===== config.mk =====
export PLATFORM = sky130hd
export DESIGN_NAME = uart_rx
export DESIGN_NICKNAME = d
export VERILOG_FILES = /design/src/rtl/uart_pkg.sv /design/src/rtl/sync_2ff.sv /design/src/rtl/uart_rx.sv
export SDC_FILE = /design/constraint.sdc
export NUM_CORES = 1
export LEC_CHECK = 0
export BUFFER_PORTS_ARGS = -buffer_cell sky130_fd_sc_hd__clkbuf_2
export CELL_PAD_IN_SITES_DETAIL_PLACEMENT = 0
export CELL_PAD_IN_SITES_GLOBAL_PLACEMENT = 1
export CORE_MARGIN = 4
export CORE_UTILIZATION = 35
export DETAILED_ROUTE_END_ITERATION = 10
export GPL_TIMING_DRIVEN = 1
export PLACE_DENSITY = 0.64
export SYNTH_ARGS = -nofsm -noshare
export SYNTH_HDL_FRONTEND = slang
export SYNTH_SLANG_ARGS = --single-unit

===== constraint.sdc =====
create_clock -name i_clk -period 2.8 [get_ports i_clk]
set_input_delay 0.84 -clock i_clk [delete_from_list [all_inputs] [get_ports i_clk]]
set_output_delay 0.84 -clock i_clk [all_outputs]
set_load 0.005 [all_outputs]

===== src/rtl/uart_pkg.sv =====
// Shared UART definitions: receiver state encoding and default bit timing,
// kept here so a transmitter can reuse them.
package uart_pkg;

  // 25 MHz system clock at 115200 baud.
  localparam int UART_CLKS_PER_BIT = 217;

  typedef logic [2:0] uart_rx_state_t;

  localparam uart_rx_state_t ST_IDLE  = 3'd0;
  localparam uart_rx_state_t ST_START = 3'd1;
  localparam uart_rx_state_t ST_DATA  = 3'd2;
  localparam uart_rx_state_t ST_STOP  = 3'd3;
  localparam uart_rx_state_t ST_BREAK = 3'd4;

endpackage


===== src/rtl/sync_2ff.sv =====
// Two-flop synchronizer for bringing asynchronous inputs into the i_clk domain.
module sync_2ff #(
  parameter int   WIDTH   = 1,
  parameter logic DEFAULT = 1'b1
) (
  input  logic             i_clk,
  input  logic             i_rst_n,
  input  logic [WIDTH-1:0] i_d,
  output logic [WIDTH-1:0] o_q
);

  logic [WIDTH-1:0] meta_r;
  logic [WIDTH-1:0] sync_r;

  // Metastability chain, preset to the idle level of the line.
  always_ff @(posedge i_clk) begin
    if (!i_rst_n) begin
      meta_r <= {WIDTH{DEFAULT}};
      sync_r <= {WIDTH{DEFAULT}};
    end else begin
      meta_r <= i_d;
      sync_r <= meta_r;
    end
  end

  assign o_q = sync_r;

endmodule


===== src/rtl/uart_rx.sv =====
// 8N1 UART receiver with mid-bit sampling, a one-byte holding register with
// valid/ready handshake, and frame-error / overrun pulses.
module uart_rx
  import uart_pkg::*;
#(
  parameter int   CLKS_PER_BIT = UART_CLKS_PER_BIT,
  parameter logic SYNC_DEFAULT = 1'b1
) (
  input  logic       i_clk,
  input  logic       i_rst_n,
  input  logic       i_rx,
  output logic [7:0] o_data,
  output logic       o_valid,
  input  logic       i_ready,
  output logic       o_frame_err,
  output logic       o_overrun,
  output logic       o_busy
);

  localparam int CW = $clog2(CLKS_PER_BIT);
  localparam logic [CW-1:0] CNT_ZERO  = CW'(0);
  localparam logic [CW-1:0] CNT_ONE   = CW'(1);
  localparam logic [CW-1:0] HALF_LOAD = CW'(CLKS_PER_BIT / 2 - 1);
  localparam logic [CW-1:0] FULL_LOAD = CW'(CLKS_PER_BIT - 1);

  logic           rx_s;
  uart_rx_state_t state_r;
  uart_rx_state_t state_nxt_s;
  logic [CW-1:0]  cnt_r;
  logic [CW-1:0]  cnt_nxt_s;
  logic [2:0]     idx_r;
  logic [2:0]     idx_nxt_s;
  logic [7:0]     shreg_r;
  logic [7:0]     shreg_nxt_s;
  logic           cnt_zero_s;
  logic           byte_done_s;
  logic           frame_err_s;
  logic           handshake_s;

  sync_2ff #(
    .WIDTH   (1),
    .DEFAULT (SYNC_DEFAULT)
  ) u_sync (
    .i_clk   (i_clk),
    .i_rst_n (i_rst_n),
    .i_d     (i_rx),
    .o_q     (rx_s)
  );

  assign cnt_zero_s  = (cnt_r == CNT_ZERO);
  assign handshake_s = o_valid & i_ready;

  // Frame sequencing; the counter only decrements while non-zero.
  always_comb begin
    state_nxt_s = state_r;
    cnt_nxt_s   = cnt_r;
    idx_nxt_s   = idx_r;
    shreg_nxt_s = shreg_r;
    byte_done_s = 1'b0;
    frame_err_s = 1'b0;
    case (state_r)
      ST_IDLE: begin
        if (!rx_s) begin
          state_nxt_s = ST_START;
          cnt_nxt_s   = HALF_LOAD;
        end else begin
          state_nxt_s = ST_IDLE;
        end
      end
      ST_START: begin
        if (!cnt_zero_s) begin
          cnt_nxt_s = cnt_r - CNT_ONE;
        end else if (!rx_s) begin
          state_nxt_s = ST_DATA;
          cnt_nxt_s   = FULL_LOAD;
          idx_nxt_s   = 3'd0;
        end else begin
          state_nxt_s = ST_IDLE;
        end
      end
      ST_DATA: begin
        if (!cnt_zero_s) begin
          cnt_nxt_s = cnt_r - CNT_ONE;
        end else begin
          shreg_nxt_s = {rx_s, shreg_r[7:1]};
          cnt_nxt_s   = FULL_LOAD;
          idx_nxt_s   = idx_r + 3'd1;
          if (idx_r == 3'd7) begin
            state_nxt_s = ST_STOP;
          end else begin
            state_nxt_s = ST_DATA;
          end
        end
      end
      ST_STOP: begin
        if (!cnt_zero_s) begin
          cnt_nxt_s = cnt_r - CNT_ONE;
        end else if (rx_s) begin
          byte_done_s = 1'b1;
          state_nxt_s = ST_IDLE;
        end else begin
          frame_err_s = 1'b1;
          state_nxt_s = ST_BREAK;
        end
      end
      ST_BREAK: begin
        // Wait out a held-low line so it reports a single frame error.
        if (rx_s) begin
          state_nxt_s = ST_IDLE;
        end else begin
          state_nxt_s = ST_BREAK;
        end
      end
      default: begin
        state_nxt_s = ST_IDLE;
        cnt_nxt_s   = CNT_ZERO;
      end
    endcase
  end

  // State registers, holding register and status pulses.
  always_ff @(posedge i_clk) begin
    if (!i_rst_n) begin
      state_r     <= ST_IDLE;
      cnt_r       <= CNT_ZERO;
      idx_r       <= 3'd0;
      shreg_r     <= 8'h00;
      o_data      <= 8'h00;
      o_valid     <= 1'b0;
      o_frame_err <= 1'b0;
      o_overrun   <= 1'b0;
      o_busy      <= 1'b0;
    end else begin
      state_r     <= state_nxt_s;
      cnt_r       <= cnt_nxt_s;
      idx_r       <= idx_nxt_s;
      shreg_r     <= shreg_nxt_s;
      o_frame_err <= frame_err_s;
      o_busy      <= (state_nxt_s != ST_IDLE);
      o_overrun   <= 1'b0;
      if (byte_done_s && (!o_valid || i_ready)) begin
        o_data  <= shreg_r;
        o_valid <= 1'b1;
      end else if (byte_done_s) begin
        // Holding register still owned by the consumer: keep it, drop the new byte.
        o_overrun <= 1'b1;
      end else if (handshake_s) begin
        o_valid <= 1'b0;
      end
    end
  end

endmodule


==> impl_metrics.toml <==
[outcome]
status = "finished, final reports clean"

[sta]
fin_worst_skew_ps = 16.3
tightestPinTransition_ps = 855
maxSlewViolCount = 0
fin_crit_sh = 0.825
maxSlewHeadroom = 0.426
setup-violations-final = 0
period_minus_slack_ps = 2310
max_freq_ghz = 0.433
final.setup.tns_ps = 0
hold_viol_final = 0
rsz0062_at_grt = "no"

[floorplanning]
die_h_um = 77.9
row_count = 25
ios = 16
die_w_um = 77.9
core_area_mm2 = 0.00472
die-area_mm2 = 0.00607
start_util = 0.362

[placement]
place_inst = 263
place_area_mm2 = 0.00183
post-dp-hpwl_mm = 2.68
portBuffers = 15
gp_congestion = 0.842

[synth]
netlist_area_mm2 = 0.00171
synth_fa_ha_area_frac = 0.0219
synth_nets = 197
synth.mux.area_fraction = 0.105
ys_async_sr_fraction = 0
synth_area_leader_cell = "dfxtp_1"
synth.top_cell.area_share = 0.421
postSynthCellCount = 190
synth_xor_xnor_area_share = 0.00512
yosys.area_share.simple = 0.253
synth_edf_count = 0
synth_compound_area_frac = 0.146
synth.ff_latch_count = 36
synth_cell_types = 44
synth_area_per_cell_um2 = 9.00
synth_top_family_by_area = "simple AND/OR/NAND/NOR gates"
synthTopCellsByArea = "dfxtp_1, mux2i_1, nand2_1, nor2_1, a21oi_1"
ys_seq_area_frac = 0.421
yosys_most_used_dff = "dfxtp_1"
ys_warn_count = 0

[global_routing]
track_usage = 0.134
grt_start_max_net_pins = 26
grt_remaining_overflow = 0
globalRouteMet2Util = 0.212
grt-busiest-layer = "met2"
antenna_found_initial = 0
grt_use_met3 = 0.0429
met1_usage = 0.174
grt_pass1_wl_mm = 6.54
grt_pass1_vias = 1387

[clock_tree]
h-tree-depth = 2
cts_root_buf = "clkbuf_8"
cts_buffers = 5
cts_hold_buf = 0
clkLatencyLatePin_ps = 290
clockBufferDepth = 2
postCtsResizedCells = 0
cts_tree = "built"
cts_setup_buffers = 0
cts_sinks = 36
clkTransAtPathRegs_ps = 80

[power]
power.density_mw_per_mm2 = 571
peakVddDrop_uv = 319
leakage_uw = 0.000700
total_power_uw = 1100

[finish]
fin_nets = 210
antenna_cells = 0
post-route-util = 0.407
final_common_cell = "dfxtp_1"
fill_cells = 469
fin_area_mm2 = 0.00192
instances_no_fill = 271
mostFrequentLayoutCells = "dfxtp_1, nand2_1, nor2_1"
drive_gt1_frac = 0.167
area_growth_pct = 12.3
multi_input_area_um2 = 910
regArea_um2 = 721

[drt]
remaining_drc_errors = 0
wl_per_cell_um = 14.1
viasPerCell = 5.14
drt_iter0_drc = 98
drt-total-wl_mm = 3.82
dr_total_vias = 1392
dr.pass1.iters = 4
detail-route-antenna-nets = 0

[setup_path]
slowest_stage = "nor4_4"
critical_path_class = "register to register"
path_max_fanout = 8
worstPathRequired_ps = 3010
path_cells = "inv_1 > ha_1 > nor3b_2 > nand2_4 > nor4_4 > mux2i_1"
end_kind = "register"
cp.arrival_ps = 2520
timing.critical_path.slowest_cell_delay_ps = 690
start_kind = "register"

[worst_hold_path]
hp-class = "register to register"

[flow_run]
drv_cap = 0
layout make-up:
class                           instances  area share
Multi-Input combinational cell        136       0.474
Clock buffer                            7      0.0450
Timing Repair Buffer                   16      0.0430
Sequential cell                        36       0.375
Inverter                                8      0.0156
Tap cell                               67      0.0436
Clock inverter                          1     0.00391
where the power goes:
part | internal [µW] | total (µW) | switching (µW)
logic | 63.4 | 162 | 98.5
registers | 525 | 546 | 21.6
clock network | 200 | 388 | 188
critical path, delay by kind of cell (launching register included):
| kind | cells | cell delay, ps |
|---|---|---|
| adder cells (fa/ha/maj) | 1 | 240 |
| multiplexers | 1 | 250 |
| flip-flops | 1 | 350 |
| buffers and inverters | 1 | 70 |
| AND/OR/NAND/NOR | 3 | 1310 |
worst paths after layout:
path	from	end	slack (ps)	cells past startpoint
worst max-delay path	cnt_r[0]$_SDFFE_PN0P_	o_data[4]$_SDFFE_PN0P_	490	6
worst min-delay path	u_sync.meta_r$_SDFF_PN1_	u_sync.o_q$_SDFF_PN1_	410	1
worst max register to register	cnt_r[0]$_SDFFE_PN0P_	o_data[4]$_SDFFE_PN0P_	490	6
worst min register to register	u_sync.meta_r$_SDFF_PN1_	u_sync.o_q$_SDFF_PN1_	410	1
state kept, by name (all words and copies together) (netlist names), 3 cells and up:
signal   flops
cnt_r        8
o_data       8
shreg_r      8
idx_r        3
state_r      3
Yosys cell counts (4+ instances only):
cell type	instances
a21oi_1	11
a211oi_1	4
nor3_1	5
nor4b_1	4
nor2_1	20
nand2_1	24
clkbuf_1	7
dfxtp_1	36
inv_1	8
mux2i_1	18
cell families (layout without fill, tap and decap cells):
kind of cell             Yosys count  in the layout
buffers and inverters             18             32
AO/OA/AOI/OAI                     36             36
flip-flops                        36             36
AND/OR/NAND/NOR                   78             78
XOR/XNOR                           1              1
multiplexers                      18             18
adder cells (fa/ha/maj)            3              3
metrics by stage:
step / setup WS [ps] / hold slack (ps)
2_1_floorplan: 827 / 386
5_1_grt: 308 / 462
4_1_cts: 469 / 419
3_5_place_dp: 519 / 399
6_report: 489 / 412
3_3_place_gp: 633 / 392
layer usage:
layer / vias up / part of all wire
li1: 705 / -
met1: 640 / 0.49
met2: 43 / 0.44
met3: 4 / 0.059
met4: 0 / 0.0081
met5: - / 0
Power figures use the tool's default switching activity.
